File: src/rtl/spi_pkg.sv
// Constants shared between the sclk-domain SPI front-end and the clk-domain
// command decoder / matrix loader.
package spi_pkg;

  localparam int SPI_W = 8;
  localparam logic [SPI_W-1:0] IDLE_TX_DEFAULT = 8'hA5;

  localparam logic [SPI_W-1:0] CMD_LOAD_A = 8'h10;
  localparam logic [SPI_W-1:0] CMD_LOAD_B = 8'h20;
  localparam logic [SPI_W-1:0] CMD_START  = 8'h30;
  localparam logic [SPI_W-1:0] CMD_READ   = 8'h40;

  typedef enum logic [SPI_W-1:0] {
    OP_LOAD_A = CMD_LOAD_A,
    OP_LOAD_B = CMD_LOAD_B,
    OP_START  = CMD_START,
    OP_READ   = CMD_READ
  } spi_cmd_e;

  function automatic logic is_known_cmd(input logic [SPI_W-1:0] b);
    return (b == CMD_LOAD_A) || (b == CMD_LOAD_B) ||
           (b == CMD_START)  || (b == CMD_READ);
  endfunction

endpackage

File: src/rtl/spi_slave_frontend.sv
// SPI mode 0 slave front-end (MSB first): byte deserialiser with toggle handshake
// for a clk-domain consumer, plus reply serialiser on MISO.
module spi_slave_frontend
  import spi_pkg::*;
#(
  parameter int                DATA_W  = SPI_W,
  parameter int                COUNT_W = 6,
  parameter logic [DATA_W-1:0] IDLE_TX = IDLE_TX_DEFAULT
) (
  input  logic               sclk,
  input  logic               rst_n,
  input  logic               cs_n,
  input  logic               mosi,
  output logic               miso,
  input  logic [DATA_W-1:0]  tx_byte,
  output logic [DATA_W-1:0]  rx_byte,
  output logic               rx_toggle,
  output logic               rx_first,
  output logic [DATA_W-1:0]  cmd_byte,
  output logic [COUNT_W-1:0] byte_count
);

  localparam int               BIT_W    = $clog2(DATA_W);
  localparam logic [BIT_W-1:0] LAST_BIT = BIT_W'(DATA_W - 1);

  logic [BIT_W-1:0]  bit_cnt;
  logic [DATA_W-1:0] rx_shift;
  logic [DATA_W-1:0] tx_shift;
  logic              new_frame;
  logic              miso_q;
  logic [DATA_W-1:0] rx_next;
  logic              byte_done;
  logic              frame_clr_n;

  // Deasserted chip select clears the frame state asynchronously; the consumer-
  // facing outputs are only cleared by rst_n so they survive between frames.
  assign frame_clr_n = rst_n & ~cs_n;
  assign rx_next     = {rx_shift[DATA_W-2:0], mosi};
  assign byte_done   = (bit_cnt == LAST_BIT);
  assign miso        = miso_q;

  always_ff @(posedge sclk or negedge frame_clr_n) begin
    if (!frame_clr_n) begin
      bit_cnt   <= '0;
      rx_shift  <= '0;
      tx_shift  <= IDLE_TX;
      new_frame <= 1'b1;
    end else begin
      rx_shift <= rx_next;
      bit_cnt  <= bit_cnt + 1'b1;
      if (byte_done) begin
        tx_shift  <= tx_byte;
        new_frame <= 1'b0;
      end else begin
        tx_shift <= {tx_shift[DATA_W-2:0], 1'b0};
      end
    end
  end

  always_ff @(negedge sclk or negedge frame_clr_n) begin
    if (!frame_clr_n) begin
      miso_q <= IDLE_TX[DATA_W-1];
    end else begin
      miso_q <= tx_shift[DATA_W-1];
    end
  end

  // rx_byte/rx_first move together with rx_toggle and then hold for a whole byte
  // time, which is what the consumer's toggle synchroniser relies on.
  always_ff @(posedge sclk or negedge rst_n) begin
    if (!rst_n) begin
      rx_byte    <= '0;
      rx_toggle  <= 1'b0;
      rx_first   <= 1'b0;
      cmd_byte   <= '0;
      byte_count <= '0;
    end else if (!cs_n && byte_done) begin
      rx_byte   <= rx_next;
      rx_toggle <= ~rx_toggle;
      rx_first  <= new_frame;
      if (new_frame) begin
        cmd_byte   <= rx_next;
        byte_count <= COUNT_W'(1);
      end else if (byte_count != '1) begin
        byte_count <= byte_count + 1'b1;
      end
    end
  end

endmodule

File: config.mk
export PLATFORM = sky130hd
export DESIGN_NAME = spi_slave_frontend
export DESIGN_NICKNAME = d
export VERILOG_FILES = /design/src/rtl/spi_pkg.sv /design/src/rtl/spi_slave_frontend.sv
export SDC_FILE = /design/constraint.sdc
export NUM_CORES = 1
export LEC_CHECK = 0
export ABC_AREA = 1
export BUFFER_PORTS_ARGS = -buffer_cell sky130_fd_sc_hd__buf_4
export CORE_ASPECT_RATIO = 2
export CORE_MARGIN = 10
export CORE_UTILIZATION = 48
export DETAILED_ROUTE_END_ITERATION = 12
export PLACE_DENSITY = 0.8
export REMOVE_ABC_BUFFERS = 1
export SKIP_LAST_GASP = 1
export SLEW_MARGIN = 0
export SYNTH_ARGS = -nofsm -noshare
export SYNTH_HDL_FRONTEND = slang
export SYNTH_SLANG_ARGS = --single-unit
File: constraint.sdc
create_clock -name sclk -period 1.6 [get_ports sclk]
set_clock_uncertainty 0.2 [all_clocks]
set_input_delay 0.08 -clock sclk [delete_from_list [all_inputs] [get_ports sclk]]
set_output_delay 0.08 -clock sclk [all_outputs]
set_load 0.01 [all_outputs]
==> run metrics <==
Final Power 2180 uW; final hold vios 0; R2R Path End cmd_byte[2]; most frequent cells in the layout nand2_1 (51), buf_4 (46), dfrtp_1 (38); HPWL after DPL 2500 um; DR vias 1276; violated checks negative setup slack; CTS Sinks 44; TritonCTS clock tree done; pin count of the biggest net entering global routing 25; cell family with most CP delay flip-flops; simple-gate area share of the yosys netlist 0.173; drt via density 4.62; Worst Max-Slew Pin Slew 299 ps; Yosys warnings 0; Setup crit end kind output port; Post-Route WL 3540 um; FP Rows 30; Cell Area, Synth 1740 um2; 1st-iter DRT viols 29; crit start category flip-flop; Pre-Repair DR Iteration Count 4; core area around 3500 um2; register area share after synthesis 0.637; # DRC 0; CTS root buffer clkbuf_8; Worst Path Arrival 1750 ps; Synth Area in Compound Gates 0.0963; filler instances 271; Critical Path Max Stage Delay 510 ps; routability cong. 0.723; total gr overflow 0; number of synthesized register bits 44; H-Tree Depth 2; leading cell type in the layout, fill and taps excluded nand2_1; max-slew headroom at the worst pin 0.800; Avg Synthesized Cell Area 10.7 um2; Initial Util 0.504; Die Height 105 um; Synth Area in XOR/XNOR 0.00503; largest fanout on the critical path 1; final setup fails 1; Synth Area in Adders 0.0216; Clk pin slew, worst setup/hold paths approximately 90 ps; fraction of layout cells with a size suffix above 1 0.382; reg-to-reg setup timing slack 60 ps; initial antenna violation count 0; PD cells between 900 and 1000 nW/um2; worst skew pair latency 300 ps; cell taking the most area after synthesis dfrtp_1; port bufs 36; outcome finished, violations left; Final Max Tran Viols 0; die width about 63 um; vias in the first global route 1296; total CTS buffers 5; proportion of synthesized area in mux cells 0; Die ar. 6580 um2; Worst EP required 1320 ps; Yosys cell types 18; critical path, cell by cell buf_6; peak supply drop about 1.2 mV; RSZ-0062 raised after global routing true; number of cells on the critical path 1; clk buf depth 2; Area contributors post-synth dfrtp_1 (55%), nand2_1 (11%), dfstp_2 (9.1%); first-pass GRT wire length 6040 um; CP max-delay cell dfstp_2; final setup margin -431 ps; Crit. Startpoint miso; CP Class reg -> out; largest family of logic cells by synthesized area simple AND/OR/NAND/NOR gates; I/O pin total 37; Buf+Inv Stages, Crit Path 1; final antenna-violating net count 0; Setup TNS -431 ps; max-cap violations 0; synthesized instance count 163; CP endpoint miso; WL/cell around 13 um; Area Overhead vs Synth 37.3%; # nets final ~240; Leakage 0.00125 uW; Antenna diodes 0; worst reg2reg path depth 7; GR Util All Layers 0.112; HP Class in -> async; post-synth top area share 0.546; worst r2r src bit_cnt[1]
[per-layer routing]
metal / track usage / part of all wire / wire length [um]
met1: 0.115 / 0.35 / 1250
met2: 0.200 / 0.56 / 1970
met3: 0.0364 / 0.066 / 232
met4: 0.0482 / 0.023 / 82
met5: 0 / 0 / 0
[how the worst min path moves through the flow]
stage | startpoint | endpoint | slack (ps) | cells after the start
2_1_floorplan | rst_n | byte_count[0] | -420 | 0
3_3_place_gp | rst_n | byte_count[2] | -110 | 2
3_5_place_dp | rst_n | byte_count[1] | -110 | 2
4_1_cts | rst_n | rx_byte[4] | 120 | 3
5_1_grt | rst_n | rx_byte[4] | 140 | 3
6_report | rst_n | cmd_byte[4] | 110 | 3
[kinds of logic after synthesis]
family          after synthesis
flops                        44
compound gates               24
xor+xnor                      1
fa+ha+maj                     3
simple gates                 69
buf+inv                      22
[power breakdown]
group	switching, uW	internal [uW]	total, uW
combinational	137	147	284
sequential	36.7	1180	1210
clock	376	312	688
[cell usage after synthesis, drive strengths merged]
master / n
xor2: 1
inv: 18
or2: 1
nand2: 54
ha: 3
buf: 4
nor2: 8
nand3: 6
dfrtp: 38
o21ai: 23
dfstp: 6
o21bai: 1
[per-stage QoR]
| step | cell area, um2 | util | cells | worst slack, ps | hold WS (ps) |
|---|---|---|---|---|---|
| after CTS | 2290 | 0.664 | 270 | -447 | 124 |
| final | 2390 | 0.692 | 276 | -431 | 113 |
| after global routing | 2390 | 0.692 | 276 | -458 | 140 |
| after floorplan | 1700 | - | 159 | -315 | -416 |
| after global placement | 2090 | 0.605 | 251 | -81.4 | -106 |
| after detailed placement | 2090 | 0.605 | 251 | -82.4 | -105 |
[sequential cells by signal, summed over array words and instances, names as in the netlist, 3 cells and up]
name,flops
cmd_byte,8
rx_byte,8
tx_shift,8
rx_shift,7
byte_count,6
bit_cnt,3
[final cells by class]
cell class / instances / area, um2 / area share
Sequential cell: 44 / 1110 / 0.464
Multi-Input combinational cell: 99 / 578 / 0.242
Timing Repair Buffer: 59 / 478 / 0.200
Clock buffer: 5 / 68.8 / 0.0288
Inverter: 17 / 68.8 / 0.0288
Tap cell: 48 / 60.1 / 0.0251
Clock inverter: 4 / 27.5 / 0.0115
[repair_timing]
action | CTS | global route
endpoints found under the setup margin | 1 | 20
resized for setup | 1 | 7
pin swaps | 0 | 4
cloned | 0 | 2
buffers inserted | 0 | 4
hold buffers | 11 | 0
endpoints found under the hold margin | 55 | 0
No activity file was read; power rests on OpenSTA's default activity.
